<file path="config.mk">
export PLATFORM = sky130hd
export DESIGN_NAME = muldiv_sequencer_flat
export DESIGN_NICKNAME = d
export VERILOG_FILES = /design/src/rtl/muldiv_sequencer_if.sv /design/src/rtl/muldiv_sequencer.sv /design/src/flat_wrapper.sv
export SDC_FILE = /design/constraint.sdc
export NUM_CORES = 2
export LEC_CHECK = 0
export ABC_AREA = 1
export BUFFER_PORTS_ARGS = -buffer_cell sky130_fd_sc_hd__buf_2
export CORE_UTILIZATION = 50
export DETAILED_ROUTE_END_ITERATION = 16
export PLACE_DENSITY = 0.69
export SLEW_MARGIN = 5
export SYNTH_ARGS = -nofsm -noshare
export SYNTH_HDL_FRONTEND = slang
export SYNTH_SLANG_ARGS = --single-unit
export TNS_END_PERCENT = 100
</file>
<file path="constraint.sdc">
create_clock -name clk -period 9.16 [get_ports clk]
set_input_delay 0.916 -clock clk [delete_from_list [all_inputs] [get_ports clk]]
set_output_delay 0.916 -clock clk [all_outputs]
set_load 0.02 [all_outputs]
</file>
<file path="src/rtl/muldiv_sequencer_if.sv">
// Handshake and result bundle between the EX stage and the multiply/divide sequencer.
interface muldiv_sequencer_if;
  logic        op_valid;
  logic [2:0]  op;
  logic [31:0] a;
  logic [31:0] b;
  logic        flush;
  logic        stall;
  logic        done;
  logic [31:0] result;
  logic [31:0] hi;
  logic [31:0] lo;

  modport master (
    output op_valid, op, a, b, flush,
    input  stall, done, result, hi, lo
  );

  modport slave (
    input  op_valid, op, a, b, flush,
    output stall, done, result, hi, lo
  );
endinterface

</file>
<file path="src/rtl/muldiv_sequencer.sv">
// Multi-cycle multiply/divide sequencer owning the architectural HI/LO registers.
// Multiplies wait MUL_LAT cycles on a '*' product; divides run a 32-step restoring loop.
module muldiv_sequencer #(
  parameter int unsigned MUL_LAT = 2
) (
  input logic               clk,
  input logic               rst,
  muldiv_sequencer_if.slave bus
);
  localparam logic [2:0] OpMult = 3'd0;
  localparam logic [2:0] OpDiv  = 3'd2;
  localparam logic [2:0] OpDivu = 3'd3;
  localparam logic [2:0] OpMthi = 3'd4;
  localparam logic [2:0] OpMtlo = 3'd5;
  localparam logic [2:0] OpMul  = 3'd6;

  typedef enum logic [1:0] {StIdle, StMul, StDiv, StDone} state_e;

  state_e      state_q, state_d;
  logic [2:0]  op_q, op_d;
  logic [31:0] ma_q, ma_d;   // multiplicand magnitude, reused as dividend/quotient shifter
  logic [31:0] mb_q, mb_d;
  logic [31:0] rem_q, rem_d;
  logic [4:0]  cnt_q, cnt_d;
  logic        psign_q, psign_d;
  logic        rsign_q, rsign_d;
  logic [31:0] hi_q, hi_d, lo_q, lo_d;
  logic [31:0] hi_next_q, hi_next_d, lo_next_q, lo_next_d;

  logic        long_op, div_op, signed_op;
  logic [31:0] a_mag, b_mag;
  logic [63:0] prod_mag, prod;
  logic [32:0] rem_sh, diff;
  logic        qbit;
  logic [31:0] rem_step, quo_step;

  always_comb begin
    long_op   = (bus.op <= OpDivu) || (bus.op == OpMul);
    div_op    = (bus.op == OpDiv) || (bus.op == OpDivu);
    signed_op = (bus.op == OpMult) || (bus.op == OpDiv);
    a_mag     = (signed_op && bus.a[31]) ? -bus.a : bus.a;
    b_mag     = (signed_op && bus.b[31]) ? -bus.b : bus.b;
    prod_mag  = 64'(ma_q) * 64'(mb_q);
    prod      = psign_q ? -prod_mag : prod_mag;
    // Remainder never exceeds the divisor, so 32 stored bits plus the shifted-in bit suffice.
    rem_sh    = {rem_q, ma_q[31]};
    diff      = rem_sh - {1'b0, mb_q};
    qbit      = ~diff[32];
    rem_step  = qbit ? diff[31:0] : rem_sh[31:0];
    quo_step  = {ma_q[30:0], qbit};
  end

  always_comb begin
    state_d   = state_q;
    op_d      = op_q;
    ma_d      = ma_q;
    mb_d      = mb_q;
    rem_d     = rem_q;
    cnt_d     = cnt_q;
    psign_d   = psign_q;
    rsign_d   = rsign_q;
    hi_d      = hi_q;
    lo_d      = lo_q;
    hi_next_d = hi_next_q;
    lo_next_d = lo_next_q;
    unique case (state_q)
      StIdle: begin
        if (bus.op_valid && !bus.flush) begin
          if (long_op) begin
            state_d = div_op ? StDiv : StMul;
            op_d    = bus.op;
            ma_d    = a_mag;
            mb_d    = b_mag;
            rem_d   = '0;
            cnt_d   = '0;
            psign_d = signed_op & (bus.a[31] ^ bus.b[31]);
            rsign_d = signed_op & bus.a[31];
          end else if (bus.op == OpMthi) begin
            hi_d = bus.a;
          end else if (bus.op == OpMtlo) begin
            lo_d = bus.a;
          end
        end
      end
      StMul: begin
        if (bus.flush) begin
          state_d = StIdle;
        end else if (cnt_q == 5'(MUL_LAT - 1)) begin
          {hi_next_d, lo_next_d} = prod;
          state_d = StDone;
        end else begin
          cnt_d = cnt_q + 5'd1;
        end
      end
      StDiv: begin
        if (bus.flush) begin
          state_d = StIdle;
        end else if (mb_q == '0) begin
          // Divide by zero leaves HI/LO as they are; the trap is raised elsewhere.
          hi_next_d = hi_q;
          lo_next_d = lo_q;
          state_d   = StDone;
        end else begin
          ma_d  = quo_step;
          rem_d = rem_step;
          if (cnt_q == 5'd31) begin
            hi_next_d = rsign_q ? -rem_step : rem_step;
            lo_next_d = psign_q ? -quo_step : quo_step;
            state_d   = StDone;
          end else begin
            cnt_d = cnt_q + 5'd1;
          end
        end
      end
      StDone: begin
        if (!bus.flush && op_q != OpMul) begin
          hi_d = hi_next_q;
          lo_d = lo_next_q;
        end
        state_d = StIdle;
      end
      default: state_d = StIdle;
    endcase
  end

  always_ff @(posedge clk or posedge rst) begin
    if (rst) begin
      state_q   <= StIdle;
      op_q      <= '0;
      ma_q      <= '0;
      mb_q      <= '0;
      rem_q     <= '0;
      cnt_q     <= '0;
      psign_q   <= 1'b0;
      rsign_q   <= 1'b0;
      hi_q      <= '0;
      lo_q      <= '0;
      hi_next_q <= '0;
      lo_next_q <= '0;
    end else begin
      state_q   <= state_d;
      op_q      <= op_d;
      ma_q      <= ma_d;
      mb_q      <= mb_d;
      rem_q     <= rem_d;
      cnt_q     <= cnt_d;
      psign_q   <= psign_d;
      rsign_q   <= rsign_d;
      hi_q      <= hi_d;
      lo_q      <= lo_d;
      hi_next_q <= hi_next_d;
      lo_next_q <= lo_next_d;
    end
  end

  always_comb begin
    bus.stall  = (state_q == StIdle && bus.op_valid && long_op && !bus.flush) ||
                 (state_q == StMul) || (state_q == StDiv);
    bus.done   = (state_q == StDone);
    bus.result = (state_q == StDone && op_q == OpMul) ? lo_next_q : '0;
    bus.hi     = hi_q;
    bus.lo     = lo_q;
  end
endmodule
</file>
<file path="src/flat_wrapper.sv">
// flat-port wrapper written by rule: the top's interface ports become plain ports
module muldiv_sequencer_flat 
#(
  parameter int unsigned MUL_LAT = 2
)
  (clk, rst, bus_op_valid, bus_op, bus_a, bus_b, bus_flush, bus_stall, bus_done, bus_result, bus_hi, bus_lo);
  muldiv_sequencer_if bus_i ();
  input logic clk;
  input logic rst;
  input wire logic [$bits(bus_i.op_valid)-1:0] bus_op_valid;
  input wire logic [$bits(bus_i.op)-1:0] bus_op;
  input wire logic [$bits(bus_i.a)-1:0] bus_a;
  input wire logic [$bits(bus_i.b)-1:0] bus_b;
  input wire logic [$bits(bus_i.flush)-1:0] bus_flush;
  output wire logic [$bits(bus_i.stall)-1:0] bus_stall;
  output wire logic [$bits(bus_i.done)-1:0] bus_done;
  output wire logic [$bits(bus_i.result)-1:0] bus_result;
  output wire logic [$bits(bus_i.hi)-1:0] bus_hi;
  output wire logic [$bits(bus_i.lo)-1:0] bus_lo;
  assign bus_i.op_valid = bus_op_valid;
  assign bus_i.op = bus_op;
  assign bus_i.a = bus_a;
  assign bus_i.b = bus_b;
  assign bus_i.flush = bus_flush;
  assign bus_stall = bus_i.stall;
  assign bus_done = bus_i.done;
  assign bus_result = bus_i.result;
  assign bus_hi = bus_i.hi;
  assign bus_lo = bus_i.lo;
  muldiv_sequencer #(.MUL_LAT(MUL_LAT)) u_core (.clk(clk), .rst(rst), .bus(bus_i));
endmodule
</file>
# Word-level counts from Yosys, hierarchy flattened
# Cells that the tools add are included.
# op_classes
addsub	7
multipliers	1
magnitude_cmp	1
eq_ne	28
muxes	57
bitwise_logic	4
n_reduce_logical	28
# op_table
operator	n
32-bit 2-to-1 mux	33
32-bit case mux with 2 select lines	6
32-bit negation	4
32-bit by 32-bit multiplier with 64-bit output	1
64-bit 2-to-1 mux	1
64-bit negation	1
5-bit 2-to-1 mux	7
33-bit by 32-bit subtractor with 33-bit output	1
32-bit zero test	1
2-bit 2-to-1 mux	8
5-bit case mux with 3 select lines	1
5-bit AND reduction	3
2-bit != test (second input constant)	7
3-bit == test (second input constant)	4
2-bit by 1-bit != test with 1-bit output (second input constant)	6
1-bit logical AND	8
2-bit case mux with 4 select lines	1
8-bit AND reduction	1
3-bit by 2-bit == test with 1-bit output (second input constant)	2
6-bit AND reduction	1
2-bit nonzero test	3
5-bit by 1-bit adder with 5-bit output (second input constant)	1
5-bit by 1-bit == test with 1-bit output (second input constant)	1
5-bit == test (second input constant)	1
other kinds (17)	23
# word_totals
reg_bits	236
in_bits	71
out_inout_bits	98
word_cells	138

# Depth between registers and ports, before layout
# depth
ltp_word	8
depth_mapped	45
mapped_depth_nobuf	43

# Worst setup path before layout
# Ideal clock, no wire load.
# synth_timing
path_kind	register -> register
start	register u_core.ma_q[12]
end	register u_core.hi_next_q[27]
setup_time_ns	0.113
t_arrival_ns	7.181
path_slack_ns	1.866
stages_incl_launch_ff	39
period_less_slack_ns	7.294
path_cell_list	dfrtp_1 > clkbuf_1 > clkbuf_1 > nand2_1 > inv_1 > fa_1 > fa_1 > fa_1 > inv_1 > fa_1 > inv_1 > fa_1 > inv_1 > fa_1 > inv_1 > fa_1 > inv_1 > fa_1 > [... 3 more ...] > nor2_1 > nand2_1 > inv_1 > nand4_1 > nand3_1 > nand2_1 > nand2_1 > nand2_1 > nor2_1 > nand3_1 > nor2_2 > nand3_1 > nand2_1 > nand3_1 > nand3_1 > nand3_1 > nand2_1 > inv_1
# synth_via
elab_chain_cells	6
# synth_lines
item	line_no	source
from (decl)	muldiv_sequencer.sv:21	logic [31:0] ma_q, ma_d;
from (signal assigned)	muldiv_sequencer.sv:143	ma_q <= ma_d;
32-bit by 32-bit multiplier with 64-bit output *	muldiv_sequencer.sv:43	prod_mag = 64'(ma_q) * 64'(mb_q);
64-bit negation	muldiv_sequencer.sv:44	prod = psign_q ? -prod_mag : prod_mag;
64-bit 2-to-1 mux *	muldiv_sequencer.sv:44	
32-bit 2-to-1 mux *	muldiv_sequencer.sv:88	end else if (cnt_q == 5'(MUL_LAT - 1)) begin
32-bit 2-to-1 mux *	muldiv_sequencer.sv:86	if (bus.flush) begin
32-bit case mux with 2 select lines *	muldiv_sequencer.sv:66	unique case (state_q)
to (signal assigned)	muldiv_sequencer.sv:151	hi_next_q <= hi_next_d;
to (decl)	muldiv_sequencer.sv:28	logic [31:0] hi_next_q, hi_next_d, lo_next_q, lo_next_d;
# Every way passes the cells marked *; elsewhere a longest branch is shown, timed or not. The select of a mux whose other input is x is not followed.
# A chain may end at the register's enable or synchronous reset.

# Worst setup path after layout
# layout_timing
start	register u_core.ma_q[3]
end	register u_core.hi_next_q[22]
# Same word-level chain as after synthesis.

==> run_results.csv <==
group,metric,value,unit
place,port_buffers,168,
worst_setup_path,startpoint_type,"register",
clock_network,cts_tree,"built",
floorplan,fp-row-count,122,
worst_setup_path,r2r_slack,0.43,ns
run_status,status,"completed",
clock_network,clockRootBuffer,"clkbuf_16",
timing,fin_crit,8.73,ns
worst_setup_path,worstRegToRegCells,33,
clock_network,clkSlewWorstSetupHoldPaths,0.06,ns
worst_setup_path,worst_path_largest_cell_delay,1.03,ns
timing,slew_headroom,0.168,
timing,fmax,115,MHz
timing,post-route-period-util,0.953,
routing,avgViaCountPerCell,5.28,
layout,layout_common_cells,"2482 x nand2_1, 2122 x inv_1, 897 x fa_1, 467 x nor2_1, 311 x nand3_1",
timing,slew_viol_final,0,
yosys,synth_cell_type_count,60,
place,place_congestion,0.982,
yosys,synthesis.area,55700,um2
timing,fin_tns_setup,0,ns
clock_network,cts.htree.levels,1,
worst_setup_path,cp_num_buf_inv,5,
clock_network,clock-sinks,236,
routing,final_antenna_net_count,0,
yosys,syn_inst,8155,
floorplan,start_util,0.504,
yosys,synth-seq-area-share,0.106,
timing,fin_skew,0.0541,ns
global_route,grt_max_degree,155,
worst_setup_path,crit_type,"register to register",
worst_hold_path,hp-class,"input pin to async pin",
routing,drc,0,
timing,rsz0062_at_grt,"no",
worst_setup_path,crit_cells,33,
worst_setup_path,timing.rr.end,"u_core.hi_next_q[22]$_DFFE_PP0P_",
floorplan,core,111000,um2
routing,post_drt_wl_per_cell,19.3,um
global_route,antenna_found_initial,3,
yosys,synthTopCellsByArea,"fa_1 32%, nand2_1 17%, inv_1 14%",
global_route,grt_use_total,0.337,
worst_setup_path,critPathSlowestCell,"dfrtp_1",
yosys,synthArstFlopShare,1.00,
worst_setup_path,rr_startpoint,"u_core.ma_q[3]$_DFFE_PP0P_",
clock_network,cts_buffers,29,
worst_setup_path,cp-end-kind,"register",
layout,syn_to_final_growth,6.89,%
worst_setup_path,cp.required,9.65,ns
worst_setup_path,crit_fanout,16,
global_route,grt_pass1_wl,293000,um
layout,nets,9443,
worst_setup_path,crit_family,"adder cells",
worst_setup_path,arrival,9.22,ns
layout,fin_util,0.539,
floorplan,die_h,336,um
place,dp_hpwl,157000,um
yosys,synth_ff_type,"dfrtp_1",
layout,drive_gt1_frac,0.0686,
yosys,syn_nets,9431,
routing,vias,51100,
worst_setup_path,crit_top_cell,"nand2_1",
job,maxCapViolations,0,
yosys,synth_warnings,0,
routing,postRouteWirelength,187000,um
yosys,synth_area_per_cell,6.83,um2
floorplan,die_x,336,um
timing,worst_slew_pin_slew,1.23,ns
floorplan,ios,169,
global_route,grt_pass1_vias,50800,
clock_network,clock_path_buffers,3,
floorplan,die_area,113000,um2
layout,fill_cells,11000,
yosys,synth_top_cell_area_share,0.322,
routing,drtPass1Iterations,6,
clock_network,insertion_delay,0.63,ns
timing,hold_violations,0,
yosys,synth_edf_count,0,
timing,setup-violations-final,0,
yosys,yosys.area.top_type,"fa_1",
clock_network,post_cts_buffers,0,
yosys,synth-seq-cells,236,
global_route,grt_overflow_total,0,
routing,drt-initial-drc-count,4635,
layout,final_common_cell,"nand2_1",
## worst register-to-register path, delay by kind of cell (launching register included)
kind          cells  cell delay, ns
simple gates     19            2.86
flops             1            1.03
buf+inv           5            0.59
fa+ha+maj         9            4.10
## stage by stage
step | instances | hold slack (ns) | cell area, um2 | setup slack [ns]
2_1_floorplan | 8155 | 0.449 | 55700 | 1.77
3_3_place_gp | 9624 | 0.469 | 58600 | 0.330
3_5_place_dp | 9624 | 0.470 | 58600 | 0.317
4_1_cts | 9675 | 0.408 | 59500 | 0.214
5_1_grt | 9676 | 0.432 | 59500 | 0.0108
6_report | 9677 | 0.360 | 59500 | 0.432
## cell usage after synthesis, types with 9 or more instances
| library cell | count |
|---|---|
| a22oi_1 | 11 |
| nor2_1 | 469 |
| nor2_2 | 11 |
| nand2_2 | 45 |
| o22ai_1 | 30 |
| o21ai_0 | 218 |
| a21oi_1 | 194 |
| nand2_1 | 2483 |
| fa_1 | 897 |
| ha_1 | 308 |
| buf_2 | 11 |
| nor4_1 | 17 |
| nand4_1 | 43 |
| a32oi_1 | 15 |
| nor3_1 | 38 |
| o21bai_1 | 10 |
| inv_1 | 2124 |
| o21a_1 | 9 |
| o221ai_1 | 14 |
| buf_1 | 35 |
| nand3b_1 | 24 |
| xnor2_1 | 32 |
| a31oi_1 | 58 |
| o211ai_1 | 14 |
| clkbuf_1 | 319 |
| o21ai_1 | 20 |
| dfrtp_1 | 236 |
| or2_2 | 28 |
| xor2_1 | 50 |
| nand3_1 | 312 |
## layer usage
metal	part of all wire	global-route usage	vias up
met5	0.00014	0	-
met4	0.036	0.109	4
met3	0.091	0.0558	298
met2	0.45	0.534	2248
met1	0.42	0.471	24800
li1	-	-	23800
## how the worst max path moves through the flow
stage                                start                          endpoint  slack (ns)
2_1_floorplan                          rst      u_core.bus.hi[0]$_DFFE_PP0P_        1.77
6_report        u_core.ma_q[3]$_DFFE_PP0P_  u_core.hi_next_q[22]$_DFFE_PP0P_        0.43
3_5_place_dp   u_core.ma_q[20]$_DFFE_PP0P_   u_core.hi_next_q[7]$_DFFE_PP0P_        0.32
4_1_cts         u_core.mb_q[7]$_DFFE_PP0P_   u_core.hi_next_q[7]$_DFFE_PP0P_        0.21
3_3_place_gp   u_core.ma_q[20]$_DFFE_PP0P_  u_core.hi_next_q[15]$_DFFE_PP0P_        0.33
5_1_grt         u_core.ma_q[1]$_DFFE_PP0P_   u_core.hi_next_q[7]$_DFFE_PP0P_        0.01
## layout make-up
class / count / area, um2 / area share
Antenna cell: 2 / 5.00 / 0.0000841
Clock inverter: 13 / 131 / 0.00221
Inverter: 2134 / 8020 / 0.135
Tap cell: 1488 / 1860 / 0.0313
Sequential cell: 236 / 5940 / 0.0997
Clock buffer: 38 / 810 / 0.0136
Multi-Input combinational cell: 5410 / 40300 / 0.677
Timing Repair Buffer: 356 / 2450 / 0.0412
## registers in the layout (all words and copies together), names as in the netlist
register,flops
u_core.op_q,3
u_core.psign_q,1
u_core.bus.lo,32
u_core.hi_next_q,32
u_core.lo_next_q,32
u_core.ma_q,32
u_core.state_q,2
u_core.rsign_q,1
u_core.cnt_q,5
u_core.mb_q,32
u_core.bus.hi,32
u_core.rem_q,32
## repair_timing
item                       in CTS  in global routing
resized for setup               0                 28
setup endpoints to repair       0                 26
hold buffers                    0                  0
## cells by family (layout without fill, tap and decap cells)
group           count (synthesis)  in the layout  share of synthesized area
simple gates                 3499           3499                      0.255
flops                         236            236                      0.106
other cells                     0              2                          0
compound gates                624            624                     0.0640
xor+xnor                       82             82                     0.0129
fa+ha+maj                    1205           1205                      0.392
buf+inv                      2509           2541                      0.171
Power is not shown: default switching activity piles up to over one toggle a cycle in this logic, so the estimate is an artifact.
